<file path="src/rtl/ca_code_gen_if.sv">
// Control/status bundle for the GPS C/A code generator.
// The master drives enable/code_freq/sync; the slave returns the chip outputs.
interface ca_code_gen_if #(
    parameter int ACC_W   = 32,
    parameter int NUM_PRN = 36
);
    logic               enable;
    logic [ACC_W-1:0]   code_freq;
    logic               sync;
    logic [NUM_PRN-1:0] ca_seq;
    logic               chip_strobe;
    logic               epoch;
    logic [9:0]         chip_count;

    modport master (
        output enable, code_freq, sync,
        input  ca_seq, chip_strobe, epoch, chip_count
    );

    modport slave (
        input  enable, code_freq, sync,
        output ca_seq, chip_strobe, epoch, chip_count
    );
endinterface

</file>
<file path="src/rtl/ca_code_gen.sv">
// GPS L1 C/A Gold-code generator for PRN 1..NUM_PRN.
// A chip-rate NCO carry clocks the shared G1/G2 LFSRs.
module ca_code_gen #(
    parameter int ACC_W   = 32,
    parameter int NUM_PRN = 36
) (
    input logic         clk,
    input logic         reset,
    ca_code_gen_if.slave bus
);

    localparam logic [9:0] LAST_CHIP = 10'd1022;
    localparam logic [9:0] ALL_ONES  = 10'h3FF;

    // G2 phase-select pair {a, b} (stage numbers 1..10) per PRN.
    function automatic logic [7:0] taps(input int prn);
        logic [7:0] t;
        case (prn)
            1:  t = {4'd2, 4'd6};
            2:  t = {4'd3, 4'd7};
            3:  t = {4'd4, 4'd8};
            4:  t = {4'd5, 4'd9};
            5:  t = {4'd1, 4'd9};
            6:  t = {4'd2, 4'd10};
            7:  t = {4'd1, 4'd8};
            8:  t = {4'd2, 4'd9};
            9:  t = {4'd3, 4'd10};
            10: t = {4'd2, 4'd3};
            11: t = {4'd3, 4'd4};
            12: t = {4'd5, 4'd6};
            13: t = {4'd6, 4'd7};
            14: t = {4'd7, 4'd8};
            15: t = {4'd8, 4'd9};
            16: t = {4'd9, 4'd10};
            17: t = {4'd1, 4'd4};
            18: t = {4'd2, 4'd5};
            19: t = {4'd3, 4'd6};
            20: t = {4'd4, 4'd7};
            21: t = {4'd5, 4'd8};
            22: t = {4'd6, 4'd9};
            23: t = {4'd1, 4'd3};
            24: t = {4'd4, 4'd6};
            25: t = {4'd5, 4'd7};
            26: t = {4'd6, 4'd8};
            27: t = {4'd7, 4'd9};
            28: t = {4'd8, 4'd10};
            29: t = {4'd1, 4'd6};
            30: t = {4'd2, 4'd7};
            31: t = {4'd3, 4'd8};
            32: t = {4'd4, 4'd9};
            33: t = {4'd5, 4'd10};
            34: t = {4'd4, 4'd10};
            35: t = {4'd1, 4'd7};
            36: t = {4'd2, 4'd8};
            37: t = {4'd4, 4'd10};
            default: t = {4'd2, 4'd6};
        endcase
        return t;
    endfunction

    logic [ACC_W-1:0] acc;
    logic [ACC_W:0]   sum;
    logic             carry;
    logic [9:0]       g1;
    logic [9:0]       g2;
    logic [9:0]       chip_count;
    logic             chip_strobe;
    logic             epoch;
    logic             g1_fb;
    logic             g2_fb;
    logic             wrap;

    // Bit k holds stage k+1; stage 10 is bit 9.
    assign sum   = {1'b0, acc} + {1'b0, bus.code_freq};
    assign carry = sum[ACC_W];
    assign g1_fb = g1[2] ^ g1[9];
    assign g2_fb = g2[1] ^ g2[2] ^ g2[5] ^ g2[7] ^ g2[8] ^ g2[9];
    assign wrap  = (chip_count == LAST_CHIP);

    always_ff @(posedge clk or posedge reset) begin
        if (reset) begin
            acc         <= '0;
            g1          <= ALL_ONES;
            g2          <= ALL_ONES;
            chip_count  <= '0;
            chip_strobe <= 1'b0;
            epoch       <= 1'b0;
        end else if (bus.sync) begin
            acc         <= '0;
            g1          <= ALL_ONES;
            g2          <= ALL_ONES;
            chip_count  <= '0;
            chip_strobe <= 1'b0;
            epoch       <= 1'b0;
        end else if (bus.enable) begin
            acc         <= sum[ACC_W-1:0];
            chip_strobe <= carry;
            epoch       <= carry & wrap;
            if (carry) begin
                if (wrap) begin
                    chip_count <= '0;
                    g1         <= ALL_ONES;
                    g2         <= ALL_ONES;
                end else begin
                    chip_count <= chip_count + 10'd1;
                    g1         <= {g1[8:0], g1_fb};
                    g2         <= {g2[8:0], g2_fb};
                end
            end
        end else begin
            chip_strobe <= 1'b0;
            epoch       <= 1'b0;
        end
    end

    generate
        for (genvar i = 0; i < NUM_PRN; i++) begin : g_prn
            localparam logic [7:0] T = taps(i + 1);
            localparam int A = int'(T[7:4]) - 1;
            localparam int B = int'(T[3:0]) - 1;
            assign bus.ca_seq[i] = g1[9] ^ g2[A] ^ g2[B];
        end
    endgenerate

    assign bus.chip_count  = chip_count;
    assign bus.chip_strobe = chip_strobe;
    assign bus.epoch       = epoch;

endmodule

</file>
<file path="src/flat_wrapper.sv">
// flat-port wrapper written by rule: the top's interface ports become plain ports
module ca_code_gen_flat 
#(
    parameter int ACC_W   = 32,
    parameter int NUM_PRN = 36
)
  (clk, reset, bus_enable, bus_code_freq, bus_sync, bus_ca_seq, bus_chip_strobe, bus_epoch, bus_chip_count);
  ca_code_gen_if #(.ACC_W(ACC_W), .NUM_PRN(NUM_PRN)) bus_i ();
  input logic clk;
  input logic reset;
  input wire logic [$bits(bus_i.enable)-1:0] bus_enable;
  input wire logic [$bits(bus_i.code_freq)-1:0] bus_code_freq;
  input wire logic [$bits(bus_i.sync)-1:0] bus_sync;
  output wire logic [$bits(bus_i.ca_seq)-1:0] bus_ca_seq;
  output wire logic [$bits(bus_i.chip_strobe)-1:0] bus_chip_strobe;
  output wire logic [$bits(bus_i.epoch)-1:0] bus_epoch;
  output wire logic [$bits(bus_i.chip_count)-1:0] bus_chip_count;
  assign bus_i.enable = bus_enable;
  assign bus_i.code_freq = bus_code_freq;
  assign bus_i.sync = bus_sync;
  assign bus_ca_seq = bus_i.ca_seq;
  assign bus_chip_strobe = bus_i.chip_strobe;
  assign bus_epoch = bus_i.epoch;
  assign bus_chip_count = bus_i.chip_count;
  ca_code_gen #(.ACC_W(ACC_W), .NUM_PRN(NUM_PRN)) u_core (.clk(clk), .reset(reset), .bus(bus_i));
endmodule
</file>
<file path="config.mk">
export PLATFORM = sky130hd
export DESIGN_NAME = ca_code_gen_flat
export DESIGN_NICKNAME = d
export VERILOG_FILES = /design/src/rtl/ca_code_gen_if.sv /design/src/rtl/ca_code_gen.sv /design/src/flat_wrapper.sv
export SDC_FILE = /design/constraint.sdc
export NUM_CORES = 1
export LEC_CHECK = 0
export CAP_MARGIN = 20
export CORE_MARGIN = 10
export CORE_UTILIZATION = 50
export DETAILED_ROUTE_END_ITERATION = 10
export MAX_ROUTING_LAYER = met4
export PLACE_DENSITY = 0.75
export SLEW_MARGIN = 20
export SYNTH_ARGS = -nofsm -noshare
export SYNTH_HDL_FRONTEND = slang
export SYNTH_SLANG_ARGS = --single-unit
</file>
<file path="constraint.sdc">
create_clock -name clk -period 8.3 [get_ports clk]
set_input_delay 1.66 -clock clk [delete_from_list [all_inputs] [get_ports clk]]
set_output_delay 1.66 -clock clk [all_outputs]
set_load 0.05 [all_outputs]
</file>
Word level (Yosys, flattened, before mapping)

Cells that the tools add are included.

Add/sub/neg operators: 2
Equal/unequal tests: 1
Multiplexer cells: 18
Bitwise logic cells: 52
Reduce and logical (&&, ||, !) cells: 3

Operator list:

| operator                | number |
|---|---|
| $mux W10                | 12 |
| $mux W32                | 2 |
| $xor A1 B1 Y1           | 51 |
| $add A32 B32 Y33        | 1 |
| $add A10 B1 Y10 const B | 1 |
| $eq A10 B10 Y1 const B  | 1 |
| $mux W1                 | 4 |
| $reduce_bool A2 Y1      | 2 |
| $reduce_and A2 Y1       | 1 |
| $and A1 B1 Y1           | 1 |

Flip-flop bits (word level): 64
Bits of input ports: 36
Output and inout bits: 48
Word-level logic and storage cells: 82

Depth between registers and ports, before layout

Depth in word-level cells: 9
Depth in mapped cells: 12
Gate-level depth less buffers: 10

Worst setup path after synthesis

No wires, ideal clock.

Kind: in2reg
From: input port bus_code_freq[0]
To: register u_core.chip_count[0], in the netlist u_core.bus.chip_count[0]
Library setup time: 0.127 ns
Arrival: 3.853 ns
Required time: 8.173 ns
Slack: 4.319 ns
Stages: 11
Buffers on the path: 1
Cells stage by stage: ha_1 > fa_1 > a211oi_1 > o21a_1 > o211a_1 > o21a_4 > a211oi_4 > o21ai_4 > and2_4 > buf_6 > mux2_1

Cells in the longest elaborated chain, start to end: 3

Ends and longest elaborated chain:

| item                                | RTL line           | source |
|---|---|---|
| start: declaration                  | flat_wrapper.sv:12 | `input wire logic [$bits(bus_i.code_freq)-1:0] bus_code_freq;` |
| $add A32 B32 Y33                    | ca_code_gen.sv:74  | `assign sum = {1'b0, acc} + {1'b0, bus.code_freq};` |
| $reduce_bool A2 Y1 (no source line) | -                  |  |
| $reduce_and A2 Y1 (no source line)  | -                  |  |
| end signal: assignment              | ca_code_gen.sv:105 | `chip_count <= chip_count + 10'd1;` |
| end: declaration                    | ca_code_gen.sv:66  | `logic [9:0] chip_count;` |

No other way between the ends.
A chain may end at the register's enable or synchronous reset.

Worst setup path in the final report

Same ends and word-level chain as after synthesis.

==> results.txt <==
----------------------------------------------------
[Clocking]
  Hold-fix buffers at CTS ... 0
  Clock latency on the worst-skew pair ... 350 ps
  Maximum level of the CTS H-tree ... 3
  Clock transition at path regs ... 70 ps
  Clk root buf ... clkbuf_8
  Number of setup buffers added after CTS ... 0
  CTS max path bufs ... 2
  Clock buffers created by TritonCTS ... 9
  Clock tree from TritonCTS ... done
  Gates resized, CTS repair ... 0
  Clock sinks ... between 60 and 70

[Yosys]
  Top area cells in the synthesized netlist ... dfrtp_1 21%, xnor2_1 11%, dfstp_2 10%
  Register area share after synthesis ... roughly a third
  Cell taking the most area after synthesis ... dfrtp_1
  Share of synthesized area spent on multiplexers ... 7.81%
  Main combinational cell family by area after synthesis ... compound AO/OA/AOI/OAI gates
  Post-Synthesis Cell Area ... 5160 um2
  Area fraction in and, or, nand and nor cells after synthesis ... between 10% and 20%
  Arithmetic-cell share of the synthesized area counting full adders, half adders and majority gates ... 8.63%
  Total nets after synthesis ... around 650
  Number of warnings reported in the yosys synthesis log ... 0
  Post-synth ARST share ... 100%
  Post-Syn Area per Cell ... around 8.9 um2
  Complex-gate fraction of the synthesized area ... 18.9%
  Post-synthesis cell type count ... 66
  Synthesized-area fraction occupied by xor and xnor cells ... 13.1%
  EDFF count, synth ... 0
  Share of the synthesized area in the top cell type ... roughly a fifth
  Cells after Synth ... 583
  Top flip-flop cell by instance count after synthesis ... dfrtp_1
  Number of register bits inferred by synthesis ... 64

[Timing]
  Final hold violation count ... 0
  Post-route setup TNS ... 0 ps
  Measured slew at the worst slew-check pin ... 1030 ps
  Final worst-path cycle share ... a little under three fifths
  Max transition margin ... 30.7%
  Setup violations, final ... 0
  Clock skew ... approximately 12 ps
  Minimum clock period after layout ... around 4700 ps
  Maximum frequency from static timing analysis ... 211 MHz
  Final max-slew violation count ... 0
  Setup repair after global routing missed its margin ... no

[Critical path]
  Crit path launch type ... input pin
  Maximum cell stage delay along the critical path ... 480 ps
  Buffering stage count on the worst path with inverters included ... 1
  Instance count on the critical path ... 11
  Worst endpoint data arrival time ... 4960 ps
  Beginning of the critical path ... bus_code_freq[0]
  Required @ worst endpoint ... between 8000 and 9000 ps
  Worst setup path endpoint ... u_core.bus.chip_count[0]
  Kind of critical path ... in2reg
  Reg-to-reg critical path startpoint ... u_core.acc[0]
  Register-to-register setup slack ... about 5000 ps
  Critical register-to-register path endpoint ... u_core.bus.chip_count[0]
  Crit path capture type ... register
  Largest driver fanout on the critical path ... 23
  Kind of cell adding the most delay to the critical path ... compound AO/OA/AOI/OAI gates
  Number of cells on the worst reg-to-reg path ... 10
  Crit-path cells ... clkdlybuf4s50_1, ha_1, fa_1, a211oi_1, o21a_1, o211a_1, o21a_4, a211oi_4, o21ai_4, and2_4, mux2_1
  Highest-delay cell along the critical path ... and2_4

[GRT]
  Residual overflow from global routing ... 0
  Overall global routing resource usage ... 17.4%
  Maximum number of pins on one net before global-route repair ... 81
  Initial antenna violation count ... 0
  Via count of the first global-routing pass ... 4386
  First-pass GRT wire length ... 20900 um

[Pwr]
  Clock share of power ... 26.0%
  Share of total power in combinational logic ... 39.0%
  Sequential fraction of design power ... between 30% and 40%
  P_leak ... 2.73 nW
  Worst ir drop on vdd ... 0.0934 mV
  Cell-internal power ... 0.648 mW
  Ratio of total power to cell area ... approximately 170 nW/um2
  Net switching power figure ... between 0.3 and 0.4 mW
  Switching Share ... about 37%

[Drt]
  Detailed-route via count ... 4409
  Detailed-route vias per instance ... 5.65
  Aggregate routed wire length ... approximately 13000 um
  Detailed-routing iteration count for the pre-antenna-repair pass ... 4
  Per-cell routed wire length ... 16.4 um
  Drt drc ... 0
  Antenna Nets Post-Route ... 0
  Detailed router's first-iteration violation count ... 237

[Placement]
  Placed instance count ... between 700 and 800
  DP Wirelength ... 9230 um
  Port bufs ... 83
  Gp weighted congestion ... 0.895

[Layout]
  Number of standard cells in the final layout excluding fillers ... 780
  FF+latch area ... around 1600 um2
  Fill count ... ~890
  Ratio of cells with drive above 1 in the final layout ... 8.54%
  Fraction of the core area covered by cells at the end of the flow ... around three fifths
  Multi-input gate area in the final layout ... 3320 um2
  Area overhead of the layout relative to synthesis ... 19.9%
  Ant diodes ... 0
  Post-layout nets ... 710

[Flow run]
  Max Cap Violations ... 0

[Outcome]
  Result of the run ... finished clean

[Die]
  Core Rows ... 37
  Initial standard-cell utilization of the core ... between 50 and 60%
  Die boundary width ... between 100 and 150 um
  Die height ... 122 um
  Core area ... 10200 um2
  Full die area ... roughly 15000 um2
  I/O pin total ... between 80 and 90

[Hold path]
  Worst min-delay path class ... reg2reg

----------------------------------------------------
registers in the layout (all words and copies together), names as in the netlist:
name / cells
u_core.acc: 32
u_core.bus.chip_count: 10
u_core.bus.chip_strobe: 1
u_core.bus.epoch: 1
u_core.g1: 10
u_core.g2: 10
metrics by stage:
| step | total power [mW] | area, um2 | hold slack, ps | setup slack (ps) |
|---|---|---|---|---|
| after floorplan | 0.676 | 5160 | 454 | 4320 |
| after global routing | 1.10 | 6190 | 530 | 3410 |
| after global placement | 0.756 | 6000 | 472 | 3330 |
| after detailed placement | 0.764 | 6000 | 478 | 3240 |
| after CTS | 1.04 | 6180 | 508 | 3600 |
| final | 1.03 | 6190 | 506 | 3570 |
how the worst min path moves through the flow:
stage                    from        endpoint  cells past startpoint
6_report       u_core.acc[30]  u_core.acc[30]                      2
5_1_grt        u_core.acc[25]  u_core.acc[25]                      2
4_1_cts        u_core.acc[25]  u_core.acc[25]                      2
3_5_place_dp   u_core.acc[30]  u_core.acc[30]                      2
3_3_place_gp   u_core.acc[30]  u_core.acc[30]                      2
2_1_floorplan  u_core.acc[25]  u_core.acc[25]                      2
worst reg2reg max path, cell delays in order, from the launching register on:
cell and delay [ps]:
dfrtp_1 390, ha_1 220, fa_1 430, a211oi_1 310, o21a_1 210, o211a_1 220, o21a_4 190, a211oi_4 70
o21ai_4 390, and2_4 490, mux2_1 380
cell families after synthesis:
| kind of cell | Yosys count |
|---|---|
| AOI/OAI and AO/OA | 139 |
| xor gates and xnor gates | 77 |
| adders and majority gates | 35 |
| buffers and inverters | 51 |
| DFF | 64 |
| muxes | 40 |
| and+or+nand+nor | 177 |
final cells by class:
cell class / count / share of cell area, %
clock inverters: 7 / 1.01
well taps: 136 / 2.75
flip-flops and latches: 64 / 26.3
clock buffers: 9 / 2.00
multi-input cells: 468 / 53.7
repair buffers: 86 / 13.6
inverters: 10 / 0.607
synthesized netlist by cell type, types with 4 or more instances:
library cell / n
a31oi_1: 7
nand2b_1: 4
nand3_1: 11
mux2i_1: 38
clkbuf_1: 31
and3_1: 5
ha_1: 34
xor2_1: 12
a211oi_1: 9
o211ai_1: 4
nand4_1: 6
nor3_1: 25
dfrtp_1: 44
buf_2: 4
nor2_1: 65
o22ai_1: 5
inv_1: 10
nand2_1: 40
xnor2_1: 65
a21o_1: 17
a21oi_1: 38
dfstp_2: 20
and2_1: 4
o21bai_1: 8
o21ai_0: 17
nor2b_1: 5
placed cells by master, fill, tap and decap left out, types with 20 or more instances in the layout:
cell / n
xnor2_1: 65
nor2_1: 64
dfstp_2: 20
mux2i_1: 38
nor3_1: 25
ha_1: 34
clkdlybuf4s50_1: 81
nand2_1: 40
a21oi_1: 38
dfrtp_1: 44
per-layer routing:
layer,wire (um),global-route usage [%],up-vias
li1,-,-,2190
met2,6180,28.3,116
met4,151,6.26,0
met3,698,3.15,14
met1,5730,21.3,2089
met5,0,-,-
power groups by stage:
stage | logic (mW) | clock network [mW] | registers [mW]
2_1_floorplan | 0.314 | 0 | 0.362
3_3_place_gp | 0.391 | 0 | 0.365
3_5_place_dp | 0.397 | 0 | 0.366
4_1_cts | 0.400 | 0.274 | 0.361
5_1_grt | 0.445 | 0.287 | 0.364
6_report | 0.401 | 0.267 | 0.361
(Power assumes the default switching activity.)
